## config.mk

```make
export PLATFORM = sky130hd
export DESIGN_NAME = dram_arbiter
export DESIGN_NICKNAME = d
export VERILOG_FILES = /design/src/rtl/dram_arbiter.sv
export SDC_FILE = /design/constraint.sdc
export NUM_CORES = 1
export LEC_CHECK = 0
export CAP_MARGIN = 20
export CORE_MARGIN = 5
export CORE_UTILIZATION = 47
export CTS_CLUSTER_DIAMETER = 40
export DETAILED_ROUTE_END_ITERATION = 7
export MAX_ROUTING_LAYER = met4
export PLACE_DENSITY = 0.93
export SYNTH_ARGS = -nofsm -noshare
export SYNTH_HDL_FRONTEND = slang
export SYNTH_SLANG_ARGS = --single-unit
```

## constraint.sdc

```tcl
create_clock -name CLK -period 4.4 [get_ports CLK]
set_input_delay 0.88 -clock CLK [delete_from_list [all_inputs] [get_ports CLK]]
set_output_delay 0.88 -clock CLK [all_outputs]
set_load 0.1 [all_outputs]
```

## src/rtl/dram_arbiter.sv

```systemverilog
// Two-core arbiter for a single-port synchronous DRAM. Round-robin on ties,
// with a hold limit that forces hand-over when both cores keep requesting.
//
// state | meaning
// IDLE  | no owner; DRAM address/data hold their last driven values
// OWN1  | core1 granted; an access is issued whenever req1 is high
// OWN2  | core2 granted; an access is issued whenever req2 is high
module dram_arbiter #(
   parameter int ADDR_W   = 8,
   parameter int DATA_W   = 8,
   parameter int MAX_HOLD = 4
) (
   input  logic              CLK,
   input  logic              rst_n,
   input  logic              req1,
   input  logic              req2,
   input  logic              we1,
   input  logic              we2,
   input  logic [ADDR_W-1:0] addr1,
   input  logic [ADDR_W-1:0] addr2,
   input  logic [DATA_W-1:0] wdata1,
   input  logic [DATA_W-1:0] wdata2,
   output logic              gnt1,
   output logic              gnt2,
   output logic              rvalid1,
   output logic              rvalid2,
   output logic [DATA_W-1:0] rdata1,
   output logic [DATA_W-1:0] rdata2,
   output logic [ADDR_W-1:0] mem_addr,
   output logic [DATA_W-1:0] mem_wdata,
   output logic              mem_wren,
   input  logic [DATA_W-1:0] mem_q
);

   typedef enum logic [1:0] {IDLE, OWN1, OWN2} state_t;

   localparam logic [3:0] HOLD_MAX = 4'(MAX_HOLD - 1);

   state_t            state;
   logic [3:0]        hold;
   logic              last2;
   logic              acc1;
   logic              acc2;
   logic [ADDR_W-1:0] addr_q;
   logic [DATA_W-1:0] wdata_q;
   logic [DATA_W-1:0] rdata1_q;
   logic [DATA_W-1:0] rdata2_q;

   assign acc1     = gnt1 & req1;
   assign acc2     = gnt2 & req2;
   assign mem_wren = (acc1 & we1) | (acc2 & we2);

   always_comb begin
      mem_addr  = addr_q;
      mem_wdata = wdata_q;
      if (gnt1) begin
         mem_addr  = addr1;
         mem_wdata = wdata1;
      end else if (gnt2) begin
         mem_addr  = addr2;
         mem_wdata = wdata2;
      end
   end

   // mem_q is only valid during the return cycle, so pass it through then and hold afterwards
   assign rdata1 = rvalid1 ? mem_q : rdata1_q;
   assign rdata2 = rvalid2 ? mem_q : rdata2_q;

   always_ff @(posedge CLK or negedge rst_n) begin
      if (!rst_n) begin
         state    <= IDLE;
         gnt1     <= 1'b0;
         gnt2     <= 1'b0;
         hold     <= '0;
         last2    <= 1'b1;
         rvalid1  <= 1'b0;
         rvalid2  <= 1'b0;
         rdata1_q <= '0;
         rdata2_q <= '0;
         addr_q   <= '0;
         wdata_q  <= '0;
      end else begin
         rvalid1 <= acc1 & ~we1;
         rvalid2 <= acc2 & ~we2;
         if (rvalid1) rdata1_q <= mem_q;
         if (rvalid2) rdata2_q <= mem_q;
         if (state != IDLE) begin
            addr_q  <= mem_addr;
            wdata_q <= mem_wdata;
         end

         case (state)
            IDLE: begin
               hold <= '0;
               if (req1 && (!req2 || last2)) begin
                  state <= OWN1;
                  gnt1  <= 1'b1;
                  gnt2  <= 1'b0;
                  last2 <= 1'b0;
               end else if (req2) begin
                  state <= OWN2;
                  gnt1  <= 1'b0;
                  gnt2  <= 1'b1;
                  last2 <= 1'b1;
               end
            end
            OWN1: begin
               if (!req1 || (req2 && hold == HOLD_MAX)) begin
                  hold <= '0;
                  gnt1 <= 1'b0;
                  if (req2) begin
                     state <= OWN2;
                     gnt2  <= 1'b1;
                     last2 <= 1'b1;
                  end else begin
                     state <= IDLE;
                     gnt2  <= 1'b0;
                  end
               end else if (hold != HOLD_MAX) begin
                  hold <= hold + 4'd1;
               end
            end
            OWN2: begin
               if (!req2 || (req1 && hold == HOLD_MAX)) begin
                  hold <= '0;
                  gnt2 <= 1'b0;
                  if (req1) begin
                     state <= OWN1;
                     gnt1  <= 1'b1;
                     last2 <= 1'b0;
                  end else begin
                     state <= IDLE;
                     gnt1  <= 1'b0;
                  end
               end else if (hold != HOLD_MAX) begin
                  hold <= hold + 4'd1;
               end
            end
            default: begin
               state <= IDLE;
               gnt1  <= 1'b0;
               gnt2  <= 1'b0;
               hold  <= '0;
            end
         endcase
      end
   end

endmodule
```

After elaboration in Yosys (flattened, before gate mapping)
Cells that the tools add are included.

cells by class
  reduce and logical (&&, ||, !) cells = 13
  multiplexer cells = 35
  divide/modulo/power cells = 0
  $add $sub $neg = 1
  shift-type cells = 0
  $mul = 0
  magnitude comparators = 0
  eq/ne operators = 8
  bitwise operators = 9

operators by type and width
  operator                                               number
  2-to-1 mux 8 bit                                       6
  2-to-1 mux 1 bit                                       16
  2-to-1 mux 4 bit                                       3
  2-to-1 mux 2 bit                                       5
  case mux 1 bit (3 select lines)                        3
  case mux 4 bit (2 select lines)                        1
  bitwise AND 1 bit                                      6
  inequality test 2 bit, second input constant           3
  case mux 2 bit (3 select lines)                        1
  adder 4 x 1 -> 4 bit, second input constant            1
  == test 4 x 2 -> 1 bit, second input constant          1
  inequality test 4 x 2 -> 1 bit, second input constant  1
  AND reduction 4 bit                                    1
  logical AND 1 bit                                      3
  logical OR 1 bit                                       3
  inequality test 3 bit, second input constant           1
  AND reduction 3 bit                                    1
  nonzero test 3 bit                                     1
  == test 2 x 1 -> 1 bit, second input constant          1
  == test 2 bit, second input constant                   1
  zero test 1 bit                                        2
  zero test 2 bit                                        1
  NOT 1 bit                                              2
  nonzero test 2 bit                                     1
  bitwise OR 1 bit                                       1

storage, ports and cells
  bits in writable memories = 0
  input port bits = 46
  register bits after elaboration = 43
  latch bits = 0
  output and inout port bits = 37
  memory bits (read-only) = 0
  memories = 0

Depth between registers and ports, before layout
  depth in word-level cells = 5
  depth in mapped cells = 6
  mapped depth without buffers = 6

Worst setup path after synthesis
No wires, ideal clock.

  path kind = register -> output
  start point = register gnt2
  end point = output port mem_addr[0]
  arrival time = 2.892 ns
  required time = 3.520 ns
  path buffers = 2
  slack = 0.628 ns
  cell stages (with the launch flop) = 5
  path through = dfrtp_1 buf_4 buf_4 mux2i_1 o21ai_1

between the ends
  word-level cells in the longest chain between the ends = 2

ends and longest elaborated chain
  item                      line  text
  start: declaration        24    output logic gnt2,
  start signal: assignment  73    gnt2 <= 1'b0;
  start signal: assignment  98    gnt2 <= 1'b0;
  start signal: assignment  103   gnt2 <= 1'b1;
  2-to-1 mux 8 bit          59    end else if (gnt2) begin
  2-to-1 mux 8 bit          56    if (gnt1) begin
  end: declaration          29    output logic [ADDR_W-1:0] mem_addr,

No other way between the ends.

Worst setup path in the final report
  start point = register gnt1
  end point = output port gnt1

RTL lines
  item                      line  text
  start: declaration        23    output logic gnt1,
  start signal: assignment  72    gnt1 <= 1'b0;
  start signal: assignment  97    gnt1 <= 1'b1;
  start signal: assignment  102   gnt1 <= 1'b0;

No word-level cell between the ends.

==> out/metrics.sh <==
FINALWORSTPATHREQUIREDPERIOD_NS=3.03
SYNTH_TOP_FLOP_CELL='dfrtp_1'
FLOORPLAN.ROWS=25
WORST-ENDPOINT-REQUIRED_NS=3.52
AREAGROWTHSYNTHTOFINISH_PCT=38.1
GLOBAL_ROUTE.USAGE.TOTAL_PCT=18.2
DETAILED_PLACE_HPWL_UM=3850
FMAXACHIEVABLE_MHz=330
CRITICAL-PATH-MAX-STAGE-DELAY_NS=1.21
CP_MAX_FO=36
SLOWEST_STAGE='clkdlybuf4s50_1'
SYNTH_SEQUENTIAL_AREA_RATIO_PCT=48.9
WORSTMARGINPINSLEW_NS=0.987
MAXIMUM_NUMBER_OF_PINS_ON_ONE_NET_BEFORE_GLOBAL_ROUTE_REPAIR=44
DIE_HEIGHT_UM=78.5
PLACE.PORT_BUFFERS=82
INSERTION_DELAY_NS=0.29
DETAIL_ROUTE.WL_PER_CELL_UM=15.7
FINAL.PERIOD_UTILIZATION_PCT=68.9
IOS=83
SYNTH_TOP_CELL_BY_AREA='dfrtp_1'
SYNTH_MOST_COMMON_CELL='dfrtp_1'
CTS_BUFFERS=5
NUM_VIAS=1732
MAX_CAP_VIOL_COUNT=0
DRT_PRE_ANTENNA_ITERS=4
CLOCKBUFFERDEPTH=2
GLOBALPLACE.CONGESTION=0.857
HOLD_VIOL=0
CRITICAL_PATH.ENDPOINT_TYPE='output port'
CORE_AREA_UM2=4630
TIMING.SLEW.HEADROOM_PCT=34.0
CRIT_PATH_DAT_NS=2.15
MAXSLEWVIOLCOUNT=0
DESIGN.DIE.AREA_UM2=6150
CP-START-KIND='flip-flop'
NUM-NETS-FINAL=323
FINCLKSKEW_NS=0.00556
TIMING.CRITICAL_PATH.DEPTH=2
RESULT_OF_THE_RUN='complete, no violations'
H_TREE_LEVELS=2
GLOBAL_ROUTE_CONGESTION_OVERFLOW_TOTAL=0
CTS_REPAIR_RESIZE_COUNT=0
FRACTION_OF_POST_SYNTHESIS_CELL_AREA_IN_THE_TOP_CELL_TYPE_BY_AREA_PCT=47.7
SETUP_VIOLATIONS=0
INITIAL_DRT_MARKERS=104
YOSYS-TOP-CELLS-COUNT='dfrtp_1 (42), mux2_2 (33), nand2_1 (23)'
SYNTH_NETS=244
POSTCTSHOLDBUFS=0
NETLIST_INSTANCES=193
WORSTHOLDPATHCELLS=1
CP_CELL_SEQUENCE='buf_4 > clkdlybuf4s50_1'
MAPPEDNETLISTAREA_UM2=2200
SHARE_OF_POST_ROUTE_CELLS_WITH_DRIVE_STRENGTH_ABOVE_1_PCT=30.0
WORSTREGTOREGCELLS=5
DIE_W_UM=78.5
HP-CLASS='flip-flop to flip-flop'
NETLIST_TOP_CELLS_AREA='dfrtp_1 (48%), mux2_2 (17%), mux2i_1 (7.7%)'
RSZ0062_AT_GRT='no'
DRT-TOTAL-WL_UM=5140
INITIAL_CORE_UTIL_PCT=47.6
ANT_DIODES=0
ASYNCSETRESETFLOPFRACSYNTH_PCT=100
CP.BUFFERS_INVERTERS=2
CPLARGESTDELAYFAMILY='buffers and inverters'
DRC=0
ANT_NETS=0
CLOCKROOTBUFFER='clkbuf_8'
POST_SYNTH.CELL_AREA_AVG_UM2=11.4
CTS.CLK_SLEW.WORST_PATHS_NS=0.08
YS_FF_LATCH=43
PATH_CLASS='flip-flop to output port'
FIRST_PASS_GRT_WIRE_LENGTH_UM=8590
CTS_SETUP_BUFFERS=0
YOSYS_WARNINGS=0
CLOCK_TREE_FROM_TRITONCTS='done'
SYNTH-EDFF-COUNT=0
CLKSINKCOUNT=43
TIMING.SETUP.TNS_NS=0
VIAS_IN_THE_FIRST_GLOBAL_ROUTE=1789
DETAIL_ROUTE.VIAS_PER_CELL=5.30
ANTENNA_FOUND_INITIAL=0
NETLIST-CELL-TYPE-COUNT=31
[final timing paths]
path / start / end / slack, ns
max: gnt1 / gnt1 / 1.37
min: rdata2_q[7] / rdata2_q[7] / 0.50
max reg2reg: state[0] / state[1] / 2.27
min reg2reg: rdata2_q[7] / rdata2_q[7] / 0.50
max in group asynchronous: rst_n / state[0] / 3.08
min in group asynchronous: rst_n / wdata_q[3] / 0.73
[through the flow]
stage	util [%]	setup slack, ns	cell area, um2	cells	hold slack, ns
final	65.7	1.37	3040	327	0.504
after global routing	65.7	1.27	3040	327	0.522
after detailed placement	63.8	1.43	2950	319	0.487
after floorplan	-	0.628	2200	193	0.479
after CTS	65.7	1.35	3040	327	0.507
after global placement	63.8	1.45	2950	319	0.480
[routing by layer]
| layer | GRT usage (%) | wire (um) | up-vias |
|---|---|---|---|
| met1 | 21.3 | 2150 | 837 |
| met4 | 7.34 | 94 | 0 |
| li1 | - | - | 833 |
| met3 | 3.21 | 250 | 9 |
| met5 | - | 0 | - |
| met2 | 31.1 | 2650 | 53 |
[registers in the layout, indices dropped and copies added (netlist names)]
| name | flops |
|---|---|
| addr_q | 8 |
| gnt1 | 1 |
| gnt2 | 1 |
| hold | 4 |
| last2 | 1 |
| rdata1_q | 8 |
| rdata2_q | 8 |
| rvalid1 | 1 |
| rvalid2 | 1 |
| state | 2 |
| wdata_q | 8 |
[logic make-up (layout without fill, tap and decap cells)]
| family | after synthesis | after routing | share of synthesized area [%] |
|---|---|---|---|
| mux | 53 | 53 | 26.1 |
| flops | 43 | 43 | 48.9 |
| simple gates | 40 | 40 | 8.64 |
| compound gates | 34 | 34 | 8.98 |
| buf+inv | 16 | 96 | 3.69 |
| fa+ha+maj | 5 | 5 | 2.84 |
| xor+xnor | 2 | 2 | 0.796 |
[cells in the final DEF, fill, tap and decap left out, drive strengths merged, types with 4 or more instances in the layout]
cell type	Yosys	layout
clkdlybuf4s50	0	48
dfrtp	42	42
o21ai	17	17
nand2	23	23
inv	4	4
buf	7	36
a21oi	10	10
mux2	36	36
ha	5	5
nand3	6	6
mux2i	17	17
clkbuf	5	5
[cell type report]
| type | instances | area, um2 |
|---|---|---|
| Clock inverter | 3 | 20.0 |
| Sequential cell | 43 | 1080 |
| Clock buffer | 5 | 68.8 |
| Inverter | 4 | 15.0 |
| Multi-Input combinational cell | 134 | 1040 |
| Tap cell | 54 | 67.6 |
| Timing Repair Buffer | 84 | 748 |
| Fill cell | 382 | 1590 |
Power is left out: the tool's default activity adds up to more than one toggle a clock period on the data nets, which glitch-free logic cannot reach.
